$ cat src/rtl/layer_sequencer.sv
`default_nettype none
// ============================================================================
// Module   : layer_sequencer
// Brief    : Sequences one fully-connected layer: config load, activation/weight
//            fetch, MAC framing and per-neuron result write. Optional
//            SEQ_STALL_CNT_EN macro adds a saturating FIFO-stall counter.
// Revision : 1.0
// ============================================================================
module layer_sequencer (
   input  logic        clk,
   input  logic        reset,
   input  logic        busrdwr,
   input  logic [15:0] data_bus,
   input  logic        dval,
   input  logic        fifo_empty,
   output logic        fifo_rd_req,
   output logic        bram_rd,
   output logic [15:0] bram_addr,
   output logic        mac_en,
   output logic        mac_first,
   output logic        mac_last,
   output logic        out_wr,
   output logic [15:0] out_addr,
   output logic        busy,
   output logic        layer_done,
   output logic [15:0] stall_cnt
);

   localparam logic [2:0] c_IDLE  = 3'd0;
   localparam logic [2:0] c_CFG   = 3'd1;
   localparam logic [2:0] c_ARMED = 3'd2;
   localparam logic [2:0] c_RUN   = 3'd3;
   localparam logic [2:0] c_DRAIN = 3'd4;
   localparam logic [2:0] c_WRITE = 3'd5;
   localparam logic [2:0] c_DONE  = 3'd6;

   logic [2:0]  r_state;
   logic [2:0]  r_widx;
   logic [15:0] r_wbase;
   logic [15:0] r_obase;
   logic [15:0] r_n_in;
   logic [15:0] r_n_out;
   logic [15:0] r_in_idx;
   logic [15:0] r_out_idx;
   logic [15:0] r_wptr;
   logic        r_mac_en;
   logic        r_mac_first;
   logic        r_mac_last;

   logic w_issue;
   logic w_last_in;
   logic w_last_out;
   logic w_start;

   assign w_issue    = (r_state == c_RUN) && !fifo_empty;
   assign w_last_in  = (r_in_idx == r_n_in - 16'd1);
   assign w_last_out = (r_out_idx == r_n_out - 16'd1);
   assign w_start    = (r_state == c_ARMED) && !busrdwr && dval;

   assign fifo_rd_req = w_issue;
   assign bram_rd     = w_issue;
   assign bram_addr   = w_issue ? r_wptr : 16'd0;
   assign mac_en      = r_mac_en;
   assign mac_first   = r_mac_first;
   assign mac_last    = r_mac_last;
   assign out_wr      = (r_state == c_WRITE);
   assign out_addr    = out_wr ? (r_obase + r_out_idx) : 16'd0;
   assign layer_done  = (r_state == c_DONE);
   assign busy        = (r_state == c_RUN) || (r_state == c_DRAIN) ||
                        (r_state == c_WRITE) || (r_state == c_DONE);

   // Word 1 (input base) is accepted but not stored: activations arrive in
   // order through the FIFO, so no input address is ever generated.
   always_ff @(posedge clk or posedge reset) begin
      if (reset) begin
         r_state   <= c_IDLE;
         r_widx    <= 3'd0;
         r_wbase   <= 16'd0;
         r_obase   <= 16'd0;
         r_n_in    <= 16'd0;
         r_n_out   <= 16'd0;
         r_in_idx  <= 16'd0;
         r_out_idx <= 16'd0;
         r_wptr    <= 16'd0;
      end else begin
         case (r_state)
            c_IDLE, c_ARMED: begin
               if (busrdwr) begin
                  r_wbase <= data_bus;
                  r_widx  <= 3'd1;
                  r_state <= c_CFG;
               end else if (w_start) begin
                  r_in_idx  <= 16'd0;
                  r_out_idx <= 16'd0;
                  r_wptr    <= r_wbase;
                  r_state   <= ((r_n_in == 16'd0) || (r_n_out == 16'd0)) ? c_DONE : c_RUN;
               end
            end
            c_CFG: begin
               if (busrdwr) begin
                  r_widx <= r_widx + 3'd1;
                  case (r_widx)
                     3'd2:    r_obase <= data_bus;
                     3'd3:    r_n_in  <= data_bus;
                     3'd4: begin
                        r_n_out <= data_bus;
                        r_state <= c_ARMED;
                     end
                     default: ;
                  endcase
               end
            end
            c_RUN: begin
               if (w_issue) begin
                  r_wptr <= r_wptr + 16'd1;
                  if (w_last_in) r_state  <= c_DRAIN;
                  else           r_in_idx <= r_in_idx + 16'd1;
               end
            end
            c_DRAIN: r_state <= c_WRITE;
            c_WRITE: begin
               if (w_last_out) begin
                  r_state <= c_DONE;
               end else begin
                  r_out_idx <= r_out_idx + 16'd1;
                  r_in_idx  <= 16'd0;
                  r_state   <= c_RUN;
               end
            end
            c_DONE:  r_state <= c_ARMED;
            default: r_state <= c_IDLE;
         endcase
      end
   end

   // MAC controls trail the read strobe by one cycle, matching weight/data latency.
   always_ff @(posedge clk or posedge reset) begin
      if (reset) begin
         r_mac_en    <= 1'b0;
         r_mac_first <= 1'b0;
         r_mac_last  <= 1'b0;
      end else begin
         r_mac_en    <= w_issue;
         r_mac_first <= w_issue && (r_in_idx == 16'd0);
         r_mac_last  <= w_issue && w_last_in;
      end
   end

`ifdef SEQ_STALL_CNT_EN
   logic [15:0] r_stall_cnt;

   always_ff @(posedge clk or posedge reset) begin
      if (reset) begin
         r_stall_cnt <= 16'd0;
      end else if (w_start) begin
         r_stall_cnt <= 16'd0;
      end else if ((r_state == c_RUN) && fifo_empty && (r_stall_cnt != 16'hFFFF)) begin
         r_stall_cnt <= r_stall_cnt + 16'd1;
      end
   end

   assign stall_cnt = r_stall_cnt;
`else
   assign stall_cnt = 16'd0;
`endif

endmodule
`default_nettype wire
$ cat config.mk
export PLATFORM = sky130hd
export DESIGN_NAME = layer_sequencer
export DESIGN_NICKNAME = d
export VERILOG_FILES = /design/src/rtl/layer_sequencer.sv
export SDC_FILE = /design/constraint.sdc
export NUM_CORES = 1
export LEC_CHECK = 0
export ABC_AREA = 1
export CAP_MARGIN = 10
export CORE_MARGIN = 3
export CORE_UTILIZATION = 35
export DETAILED_ROUTE_END_ITERATION = 8
export GPL_TIMING_DRIVEN = 0
export HOLD_SLACK_MARGIN = 0.02
export SYNTH_ARGS = -nofsm -noshare
export SYNTH_HDL_FRONTEND = slang
export SYNTH_SLANG_ARGS = --single-unit
$ cat constraint.sdc
create_clock -name clk -period 5.5 [get_ports clk]
set_clock_uncertainty 0.1 [all_clocks]
set_input_delay 1.1 -clock clk [delete_from_list [all_inputs] [get_ports clk]]
set_output_delay 1.1 -clock clk [all_outputs]
set_load 0.02 [all_outputs]
* After elaboration in Yosys (flattened, before gate mapping)
Cells that the tools add are included.
** Operators by class
- Multiplexer cells :: 26
- Multiply operators :: 0
- Order comparisons :: 0
- Divide/modulo/power cells :: 0
- Reductions and logical operators :: 29
- $add $sub $neg :: 7
- Shift-type cells :: 0
- Equal/unequal tests :: 21
- Bitwise logic cells :: 0
** Operator list (count)
- $mux 16 :: 11
- $pmux 16 s2 :: 2
- $add 16x1->16 const B :: 3
- $logic_not 16->1 :: 3
- $pmux 16 s3 :: 1
- $eq 16x16->1 :: 2
- $sub 16x1->16 const B :: 2
- $mux 3 :: 10
- $ne 2x2->1 const B :: 9
- $pmux 3 s6 :: 1
- $add 16x16->16 :: 1
- $eq 3x2->1 const B :: 4
- $eq 3x3->1 const B :: 4
- $reduce_and 3->1 :: 4
- $reduce_and 4->1 :: 2
- $pmux 3 s2 :: 1
- $reduce_and 6->1 :: 1
- $reduce_bool 2->1 :: 3
- $logic_and 1x1->1 :: 5
- $reduce_and 5->1 :: 1
- $logic_or 1x1->1 :: 4
- $add 3x1->3 const B :: 1
- $eq 3x1->1 const B :: 1
- $logic_not 3->1 :: 1
- 5 further kinds :: 6
** Storage, ports and cells
- Register bits :: 121
- Latch bits :: 0
- Input port bits :: 21
- Logic and storage cells :: 95
- Memories :: 0
- Bits in writable memories :: 0
- Memory bits (read-only) :: 0

* Depth between registers and ports, before layout
- Word-level depth :: 6
- Mapped depth :: 18

* Worst setup path before layout
Ideal clock, no wire load.
- Path type :: input port to output port
- From :: input port fifo_empty
- To :: output port bram_addr[10]
- Stages on the path :: 4
- Arrival time :: 2334 ps
- Buffers on the path :: 1
- Path slack :: 1966 ps
- Cells stage by stage :: nor2_1 clkinv_1 clkbuf_1 nor2_1
** Between the ends
- Cells in the longest elaborated chain, start to end :: 3
** RTL lines
- from (decl) :: line 15 : input logic fifo_empty,
- $logic_not 1->1 :: line 55 : assign w_issue = (r_state == c_RUN) && !fifo_empty;
- $logic_and 1x1->1 :: line 55
- $mux 16 :: line 62 : assign bram_addr = w_issue ? r_wptr : 16'd0;
- to (decl) :: line 18 : output logic [15:0] bram_addr,
Every way passes these cells.

* Worst setup path in the final report
- From :: register r_out_idx[0]
- To :: output port out_addr[12]
** Between the ends
- Cells in the longest elaborated chain, start to end :: 2
** RTL lines
- from (decl) :: line 44 : logic [15:0] r_out_idx;
- from (signal assigned) :: line 125 : r_out_idx <= r_out_idx + 16'd1;
- $add 16x16->16 :: line 67 : assign out_addr = out_wr ? (r_obase + r_out_idx) : 16'd0;
- $mux 16 :: line 67
- to (decl) :: line 23 : output logic [15:0] out_addr,
Every way passes these cells.

==> flow_summary.toml <==
[die]
boundaryPins = 77
die_h_um = 161
die_area_um2 = 26100
core_um2 = 23600
die_width_um = 161
start_util_pct = 35.8
core.rowCount = 56

[logic_synthesis]
async_flop_share_pct = 100
synth_area_um2 = 8460
netlist_instances = 1246
synth_edf_count = 0
seq_area_frac_synth_pct = 35.8
ys_seq_elements = 121
ys_warn_count = 0
syn_avg_cell_area_um2 = 6.79
ys.flop_type = "dfrtp_1"
ys_types = 46

[setup_path]
cp.arrival_ns = 3.38
cp_slowest_stage_delay_ns = 0.60
crit_type = "flip-flop to primary output"
worstPathMaxFanout = 6
crit_chain = "ha_1, fa_1, nand3_1, a31oi_1, nor2_1, o21ai_0, a21boi_0, o21ai_0, nand2_1, nand2_1, nor2_1, clkdlybuf4s50_1"
crit_start = "r_out_idx[0]"
critPathSlowestCell = "clkdlybuf4s50_1"
crit_buf_inv = 1
cp-end-kind = "primary output"
critPathTopFamily = "compound AO/OA/AOI/OAI gates"
required_ns = 4.30
startpoint_type = "flip-flop"
rr_worst_depth = 14
r2r-end = "r_in_idx[14]"
r2r_slack_ns = 2.81
reg2reg_from = "r_n_out[0]"

[clocking]
cts_resized = 0
clockRootBuffer = "clkbuf_16"
clk_pin_slew_ns = 0.06
cts_setup_buffers = 0
cts_buffers = 17
clockBufferDepth = 2
holdBufCountCts = 0
cts.sinks = 121
tritoncts = "built"
clk_latency_ns = 0.43
htree_levels = 4

[global_routing]
grt_pass1_wl_um = 39600
grt_use_met1_pct = 26.6
grt_max_degree = 89
grt_overflow = 0
busiest_layer = "met2"
antenna_found_initial = 0
grt_pass1_vias = 7605
grt_use_total_pct = 19.1
grt_use_met3_pct = 3.23
grt.met2_usage_pct = 30.4

[power]
p_switching_mw = 2.35
peakVddDrop_mv = 0.221
netSwitchingFraction_pct = 46.5
pwr-share-comb_pct = 46.9
leakagePower_nw = 4.82
cellPowerDensity_nw_per_um2 = 498
intPower_mw = 2.70
clkPwrFrac_pct = 23.0
seq_power_share_pct = 30.1

[final_layout]
fillers = 2500
drive_above_1_share_pct = 6.79
seq_area_um2 = 3030
multi_input_comb_area_um2 = 4650
n_antenna_cell = 0
area_growth_pct = 20.0
layout.cells.non_filler = 1673
nets = 1388

[hold_path]
holdPathEnd = "r_wbase[3]"
hold_path.class = "flip-flop to flip-flop"
worstHoldStart = "r_wbase[3]"
whs_path_depth = 2

[detailed_routing]
drc_errors = 0
postRouteAntennaNets = 0
drtPass1Iterations = 5
wirelength_um = 24700
vias = 8222
drt_iter0_drc = 560
wl_per_cell_um = 14.7
via_per_inst = 4.91

[timing]
drv_slew = 0
slew_headroom_pct = 57.0
fin_setup_tns_ns = 0
rsz0062_at_grt = "no"
post-route-min-period_ns = 4.58
finalHoldViolations = 0
tightest_slew_ns = 0.644
setup_viol = 0
max_freq_ghz = 0.218
period_share_pct = 83.2
hold-worst-slack_ns = 0.393
fin_ws_ns = 0.923

[place]
dp_hpwl_um = 19000
dp_slack_ns = 1.14
numPortBuffers = 60
routabilityCongestion = 0.889
dp.cells = 1641

[outcome]
status = "finished, final reports clean"

[run]
maxCapViolCount = 0
-- Yosys cell counts, types with 2 or more instances --
library cell  number  area [um^2]
clkbuf_1          25         93.8
ha_1              25          313
xor2_1            31          272
o21ai_0          109          546
o211ai_1           8         60.1
nand4_1           29          181
dfrtp_1          121         3030
xnor2_1            8         70.1
nor2_1           147          552
nand2_1          353         1330
nor2_4             4         45.0
nor2_2            10         62.6
o21bai_1           3         22.5
nand3_4            2         35.0
buf_6              3         33.8
a21oi_1           39          195
buf_4             17          128
nor3_1            15         75.1
a31oi_1            4         25.0
o21ai_1            8         40.0
nand2_2            6         37.5
inv_2              5         18.8
nand3_1           89          445
nor3b_1            3         22.5
inv_1            141          529
a211oi_1           2         15.0
nor4_1            13         81.3
a21o_1             3         22.5
buf_2              6         30.0
-- stage by stage --
step                total power [mW]  instance area (um^2)  util (%)
detailed placement              3.88                  9540      40.4
global placement                3.84                  9510      40.3
CTS                             5.06                 10100      43.0
global route                    5.51                 10100      43.0
finish                          5.05                 10100      43.0
floorplan                       3.25                  8510         -
-- sequential cells by signal, summed over array words and instances, names as in the netlist --
signal and cells:
r_in_idx 16, r_n_in 16, r_n_out 16, r_obase 16, r_out_idx 16, r_wbase 16, r_wptr 16, r_state 3
r_widx 3, mac_en 1, mac_first 1, mac_last 1
-- worst reg2reg max path, cell delays in order, from the launching register on --
cell	delay, ns
dfrtp_1	0.44
inv_1	0.13
ha_1	0.21
nand3_1	0.19
nor2_1	0.23
nand2_1	0.13
nand3_1	0.10
nand2_1	0.06
nor2_1	0.10
nand2_1	0.07
nor2_2	0.15
nand3_4	0.22
buf_2	0.27
nand4_1	0.11
nand2_1	0.06
-- cells by family after synthesis --
family,share of synthesized area [%]
buf+inv,9.90
xor+xnor,4.04
fa+ha+maj,3.94
compound gates,11.9
simple gates,34.3
flops,35.8
other cells,0.0443
-- power groups by stage --
stage / clock network (mW) / registers, mW / logic, mW
after CTS: 1.17 / 1.52 / 2.37
after global placement: 0 / 1.52 / 2.32
after global routing: 1.22 / 1.56 / 2.73
after detailed placement: 0 / 1.52 / 2.36
final: 1.16 / 1.52 / 2.37
after floorplan: 0 / 1.41 / 1.84
-- layout by cell type, fill, tap and decap left out, types with 6 or more instances in the layout --
master / instances
clkinv_4: 6
xnor2_1: 8
dfrtp_1: 121
clkbuf_16: 17
nand2_1: 353
o211ai_1: 8
a21oi_1: 39
nand2_2: 6
clkdlybuf4s50_1: 60
nor3_1: 15
nand4_1: 29
clkbuf_1: 25
inv_1: 140
nor2_1: 147
xor2_1: 31
o21ai_0: 109
nor4_1: 13
nand3_1: 89
buf_4: 17
conb_1: 16
o21ai_1: 8
buf_2: 6
ha_1: 25
nor2_2: 10
-- worst max path at each step --
stage	endpoint	slack, ns	cells after the start
finish	out_addr[12]	0.92	12
global route	out_addr[12]	0.61	12
CTS	out_addr[12]	0.88	12
detailed placement	bram_addr[9]	1.14	6
global placement	r_in_idx[3]	-0.84	2
floorplan	mac_en	1.09	1
-- routing by layer --
layer  share of wire (%)  up-vias
li1                    -     4201
met1                  48     3812
met2                  46      185
met3                 4.7       24
met4                 1.8        0
met5                   0        -
-- layout make-up --
cell class	count	area share, %
inverters	147	5.49
well taps	319	3.93
plain buffers	51	2.81
clock inverters	14	1.62
clock buffers	18	4.33
repair buffers	61	6.19
multi-input cells	942	45.8
flip-flops and latches	121	29.8
No activity file was read; power rests on OpenSTA's default activity.
